File: config.mk
export PLATFORM = sky130hd
export DESIGN_NAME = qarctan_arbiter
export DESIGN_NICKNAME = d
export VERILOG_FILES = /design/src/rtl/qarctan_arbiter_pkg.sv /design/src/rtl/qarctan_arbiter_qarctan.sv /design/src/rtl/qarctan_arbiter.sv
export SDC_FILE = /design/constraint.sdc
export NUM_CORES = 1
export LEC_CHECK = 0
export BUFFER_PORTS_ARGS = -buffer_cell sky130_fd_sc_hd__buf_2
export CAP_MARGIN = 20
export CORE_ASPECT_RATIO = 1.25
export CORE_UTILIZATION = 45
export CTS_BUF_LIST = sky130_fd_sc_hd__clkbuf_2 sky130_fd_sc_hd__clkbuf_4 sky130_fd_sc_hd__clkbuf_8
export DETAILED_ROUTE_END_ITERATION = 6
export GPL_ROUTABILITY_DRIVEN = 0
export PLACE_DENSITY_LB_ADDON = 0.3
export SKIP_LAST_GASP = 1
export SYNTH_ARGS = -nofsm -noshare
export SYNTH_HDL_FRONTEND = slang
export SYNTH_SLANG_ARGS = --single-unit
File: constraint.sdc
create_clock -name clock -period 16.95 [get_ports clock]
set_input_delay 2.5425 -clock clock [delete_from_list [all_inputs] [get_ports clock]]
set_output_delay 2.5425 -clock clock [all_outputs]
set_load 0.005 [all_outputs]
File: src/rtl/qarctan_arbiter_pkg.sv
// qarctan_arbiter_pkg: shared radio types and defaults for the arbitrated arctan core.
package qarctan_arbiter_pkg;
  localparam int DATA_SIZE_DEF = 32;
  localparam int NUM_REQ_DEF = 2;
  localparam int ANGLE_FRAC = 10;
  typedef enum logic [1:0] {IDLE, ISSUE, WAIT, DELIVER} arb_state_t;
  typedef enum logic [1:0] {C_IDLE, C_DIV, C_ANGLE} core_state_t;
endpackage

File: src/rtl/qarctan_arbiter_qarctan.sv
// qarctan: quadrant arctan approximation in Q10 radians with an iterative restoring divider.
module qarctan
  import qarctan_arbiter_pkg::*;
#(
  parameter int DATA_SIZE = DATA_SIZE_DEF
) (
  input  logic                        clock,
  input  logic                        reset,
  input  logic                        start_signal,
  input  logic signed [DATA_SIZE-1:0] real_,
  input  logic signed [DATA_SIZE-1:0] imag,
  output logic                        done_signal,
  output logic signed [DATA_SIZE-1:0] data_out
);
  localparam logic signed [DATA_SIZE-1:0] QUAD_ONE = 804;
  localparam logic signed [DATA_SIZE-1:0] QUAD_THREE = 2412;
  localparam int CW = $clog2(DATA_SIZE + 1);
  core_state_t state, state_nx;
  logic [DATA_SIZE-1:0] rem, quo, den, mag;
  logic [DATA_SIZE:0] rem_sh, rem_sub;
  logic [CW-1:0] cnt;
  logic neg;
  logic signed [DATA_SIZE-1:0] abs_y, num, den_c, q, angle;
  logic signed [DATA_SIZE+ANGLE_FRAC-1:0] prod;
  // A zero vector is nudged to (0,1) so the divisor is never zero.
  always_comb begin
    abs_y = (real_ == '0 && imag == '0) ? DATA_SIZE'(1) : (imag[DATA_SIZE-1] ? -imag : imag);
    num = real_[DATA_SIZE-1] ? real_ + abs_y : real_ - abs_y;
    den_c = real_[DATA_SIZE-1] ? abs_y - real_ : real_ + abs_y;
    mag = num[DATA_SIZE-1] ? -num : num;
    rem_sh = {rem, quo[DATA_SIZE-1]};
    rem_sub = rem_sh - {1'b0, den};
    q = neg ? -$signed(quo) : $signed(quo);
    prod = q * QUAD_ONE;
    angle = (real_[DATA_SIZE-1] ? QUAD_THREE : QUAD_ONE) - DATA_SIZE'(prod >>> ANGLE_FRAC);
    state_nx = state == C_IDLE ? (start_signal ? C_DIV : C_IDLE) :
               state == C_DIV ? (cnt == CW'(DATA_SIZE - 1) ? C_ANGLE : C_DIV) : C_IDLE;
  end
  always_ff @(posedge clock or posedge reset)
    if (reset) begin
      state <= C_IDLE;
      rem <= '0;
      quo <= '0;
      den <= '0;
      neg <= 1'b0;
      cnt <= '0;
      done_signal <= 1'b0;
      data_out <= '0;
    end else begin
      state <= state_nx;
      done_signal <= state == C_ANGLE;
      if (state == C_IDLE && start_signal) begin
        rem <= '0;
        quo <= mag << ANGLE_FRAC;
        den <= den_c;
        neg <= num[DATA_SIZE-1];
        cnt <= '0;
      end
      if (state == C_DIV) begin
        rem <= rem_sub[DATA_SIZE] ? rem_sh[DATA_SIZE-1:0] : rem_sub[DATA_SIZE-1:0];
        quo <= {quo[DATA_SIZE-2:0], ~rem_sub[DATA_SIZE]};
        cnt <= cnt + 1'b1;
      end
      if (state == C_ANGLE) data_out <= imag[DATA_SIZE-1] ? -angle : angle;
    end
endmodule

File: src/rtl/qarctan_arbiter.sv
// qarctan_arbiter: round-robin sharing of one qarctan core between two requesters.
module qarctan_arbiter
  import qarctan_arbiter_pkg::*;
#(
  parameter int DATA_SIZE = DATA_SIZE_DEF,
  parameter int NUM_REQ = NUM_REQ_DEF
) (
  input  logic                               clock,
  input  logic                               reset,
  input  logic [NUM_REQ-1:0]                 in_valid,
  output logic [NUM_REQ-1:0]                 in_ready,
  input  logic [NUM_REQ-1:0][DATA_SIZE-1:0]  in_real,
  input  logic [NUM_REQ-1:0][DATA_SIZE-1:0]  in_imag,
  output logic [NUM_REQ-1:0]                 out_valid,
  input  logic [NUM_REQ-1:0]                 out_ready,
  output logic [DATA_SIZE-1:0]               out_data,
  output logic                               busy
);
  arb_state_t state, state_nx;
  logic last_grant, grant, pick, done;
  logic [DATA_SIZE-1:0] op_real, op_imag, result_reg, core_data;
  always_comb begin
    pick = &in_valid ? ~last_grant : in_valid[1];
    in_ready = (state == IDLE && |in_valid && !reset) ? NUM_REQ'(1) << pick : '0;
    out_valid = state == DELIVER ? NUM_REQ'(1) << grant : '0;
    out_data = state == DELIVER ? result_reg : '0;
    busy = state != IDLE;
    state_nx = state == IDLE ? (|in_valid ? ISSUE : IDLE) :
               state == ISSUE ? WAIT :
               state == WAIT ? (done ? DELIVER : WAIT) :
               (out_ready[grant] ? IDLE : DELIVER);
  end
  always_ff @(posedge clock or posedge reset)
    if (reset) begin
      state <= IDLE;
      last_grant <= 1'b1;
      grant <= 1'b0;
      op_real <= '0;
      op_imag <= '0;
      result_reg <= '0;
    end else begin
      state <= state_nx;
      if (state == IDLE && |in_valid) begin
        grant <= pick;
        op_real <= in_real[pick];
        op_imag <= in_imag[pick];
      end
      if (state == WAIT && done) result_reg <= core_data;
      if (state == DELIVER && out_ready[grant]) last_grant <= grant;
    end
  // Operands stay latched until the next accept, so the core may resample them.
  qarctan #(.DATA_SIZE(DATA_SIZE)) u_core (
    .clock(clock),
    .reset(reset),
    .start_signal(state == ISSUE),
    .real_(op_real),
    .imag(op_imag),
    .done_signal(done),
    .data_out(core_data)
  );
endmodule

==> metrics.cfg <==
[run_status]
outcome=completed

[layout]
fillCellCount=5366
fin_area_sq_um=27300
syn2layout_area_growth_pct=9.57
layout-drive-gt1-share_pct=11.4
layout.nets=3562

[timing]
relSlewSlack_pct=25.9
finalSetupViolCount=0
maxSlewViolCount=0
hold_violations=0
fin_worst_skew_ns=0.0512
max_freq_mhz=114
final.setup.tns_ns=0
finalCriticalPeriod_ns=8.81
rsz0062_at_grt=false
final.setup.worst_slack_ns=8.14
tightest_slew_ns=1.11
timing.final.crit_share_pct=51.9

[detailed_routing]
vias_per_cell=5.69
ant_nets=0
avgRoutedWirePerCell_um=16.2
drt-initial-drc-count=1317
routed_wl_um=63200
firstDrtPassIters=7
drc=0
vias=22200

[job]
max_cap_violations=0

[floorplanning]
dieHeight_um=265
dieWidth_um=212
fp-row-count=96
core-area_sq_um=54800
io_pins=171
die_area_sq_um=56300
start_util_pct=45.5

[clocking]
cts_resized=0
cts_max_level=2
clkLatencyLatePin_ns=0.64
cts_tree=yes
clk_pin_slew_ns=0.06
cts_made_buffers=42
ctsHoldBuffers=0
clock_path_buffers=3
cts_root_buffer=clkbuf_8
post-cts-setup-buffers=0
cts.sinks=238

[setup_path]
crit_type=flip-flop to flip-flop
crit_fanout=8
required_ns=17.44
setup.worst_path.end_class=flip-flop
start_kind=flip-flop
cp.arrival_ns=9.29

[place]
pre_cts_ws_ns=8.28
dp_hpwl_um=49500
dpl_cell_area_sq_um=26300
portBuffers=170

[synth]
yosysWarnings=0
synthFlopType=dfrtp_1
yosys.cell_types.count=93
synth_enable_flop_cells=0
synth_area_per_cell_sq_um=8.19
syn_inst=3044
synth_seq_cells=238
async_flop_share_pct=100
synth_nets=3483
ys_seq_area_share_pct=23.9
syn_area_sq_um=24900

[grt]
grt_first_pass_wirelength_um=105000
grt_usage_pct=22.5
grt_max_degree=117
gr-total-overflow=0
antenna_found_initial=1
grt_pass1_vias=21800

[min_path]
hp-class=flip-flop to flip-flop

==> metrics by stage <==
stage	cells	util [%]	hold WS [ns]
floorplan	3044	-	0.445
global placement	3813	48.0	0.464
detailed placement	3813	48.0	0.466
CTS	3890	49.8	0.479
global route	3892	49.9	0.504
finish	3892	49.9	0.473
==> synthesized netlist by cell type, types with 22 or more instances <==
| master | count | area (sq um) |
|---|---|---|
| mux2_2 | 40 | 450 |
| a31oi_1 | 29 | 181 |
| mux2i_1 | 109 | 1090 |
| fa_1 | 33 | 661 |
| nor3_1 | 66 | 330 |
| and3_1 | 52 | 325 |
| xor2_1 | 93 | 815 |
| nor4_1 | 25 | 156 |
| clkbuf_1 | 137 | 514 |
| a22oi_1 | 23 | 173 |
| a21oi_1 | 131 | 656 |
| nand2b_1 | 26 | 163 |
| inv_1 | 240 | 901 |
| nand2_1 | 278 | 1040 |
| nand3_1 | 90 | 450 |
| ha_1 | 272 | 3400 |
| o31ai_1 | 41 | 308 |
| o211ai_1 | 26 | 195 |
| a21o_1 | 84 | 631 |
| xnor2_1 | 173 | 1520 |
| nand4_1 | 22 | 138 |
| or3_1 | 31 | 194 |
| nor2_1 | 167 | 627 |
| o21ai_0 | 290 | 1450 |
| dfrtp_1 | 237 | 5930 |
| nor2b_1 | 24 | 150 |
==> metal layers <==
metal	vias to the layer above	wire [um]	GRT usage (%)
li1	10900	-	-
met1	10500	25600	25.1
met2	569	32800	42.1
met3	173	2140	2.59
met4	0	2710	10.2
met5	-	0	0
==> worst max-delay path, stage by stage (launching register included) <==
cell      delay, ns
dfrtp_1        0.45
nor4_1         0.35
inv_1          0.12
nor3_1         0.33
nand2_1        0.18
o41ai_1        0.55
xnor2_1        0.34
ha_1           0.33
ha_1           0.32
xor2_1         0.17
ha_1           0.36
xor2_1         0.17
ha_1           0.33
ha_1           0.39
nand2_1        0.17
or3_1          0.41
a211oi_1       0.40
nor3b_1        0.14
xor2_1         0.34
nand4_1        0.24
or3_1          0.50
or4_4          0.62
nor3_1         0.29
mux2i_1        0.26
and3_4         0.25
o21ai_2        0.07
and4_1         0.22
or3_1          0.35
==> path summary, 6_finish.rpt <==
path                       slack, ns  cells after the start                  end           startpoint
max                             8.14                     27  u_core.data_out[30]        u_core.quo[2]
min in group asynchronous       2.05                      2           op_real[1]                reset
max reg2reg                     8.14                     27  u_core.data_out[30]        u_core.quo[2]
min                             0.47                      2  u_core.data_out[12]  u_core.data_out[12]
min reg2reg                     0.47                      2  u_core.data_out[12]  u_core.data_out[12]
max in group asynchronous      13.53                      3   u_core.data_out[1]                reset
==> cell families after synthesis <==
group,after synthesis,share of synthesized area (%)
multiplexers,149,6.19
buffers and inverters,396,6.06
AO/OA/AOI/OAI,808,20.8
AND/OR/NAND/NOR,882,17.4
adder cells (fa/ha/maj),305,16.3
flip-flops,238,23.9
XOR/XNOR,266,9.35
==> layout by cell type, fill, tap and decap left out, types with 8 or more instances in the layout <==
cell / count
ha_1: 272
a21oi_1: 131
or2_2: 18
clkinv_2: 10
nor2_1: 166
a21boi_0: 11
or4_1: 19
nand4_1: 22
and3_1: 52
o211ai_1: 26
o21a_1: 18
fa_1: 33
dfrtp_1: 235
o21ai_0: 289
a22oi_1: 23
o31ai_1: 41
o21bai_1: 21
clkbuf_4: 9
nand2b_1: 24
or3_1: 31
nor4_1: 24
nand2_1: 278
mux2i_1: 109
clkbuf_8: 50
nor2b_1: 23
a31oi_1: 29
a211o_1: 8
buf_4: 18
o41ai_1: 11
xnor2_1: 172
and2_1: 16
xor2_1: 93
mux2_2: 40
inv_1: 239
nor3_1: 66
a211oi_1: 21
nor3b_1: 15
a21o_1: 84
buf_2: 170
nand3_1: 90
==> cell type report <==
cell class	count	area [sq um]	share of cell area (%)
antenna	1	2.50	0.00916
clock inverter	18	213	0.779
clock buffer	59	756	2.77
timing repair buffer	189	1010	3.71
multi-input combinational	2410	17500	64.2
sequential	238	5960	21.8
tap	735	920	3.37
inverter	242	916	3.35
Power is left out: the tool's default activity adds up to more than one toggle a clock period on the data nets, which glitch-free logic cannot reach.
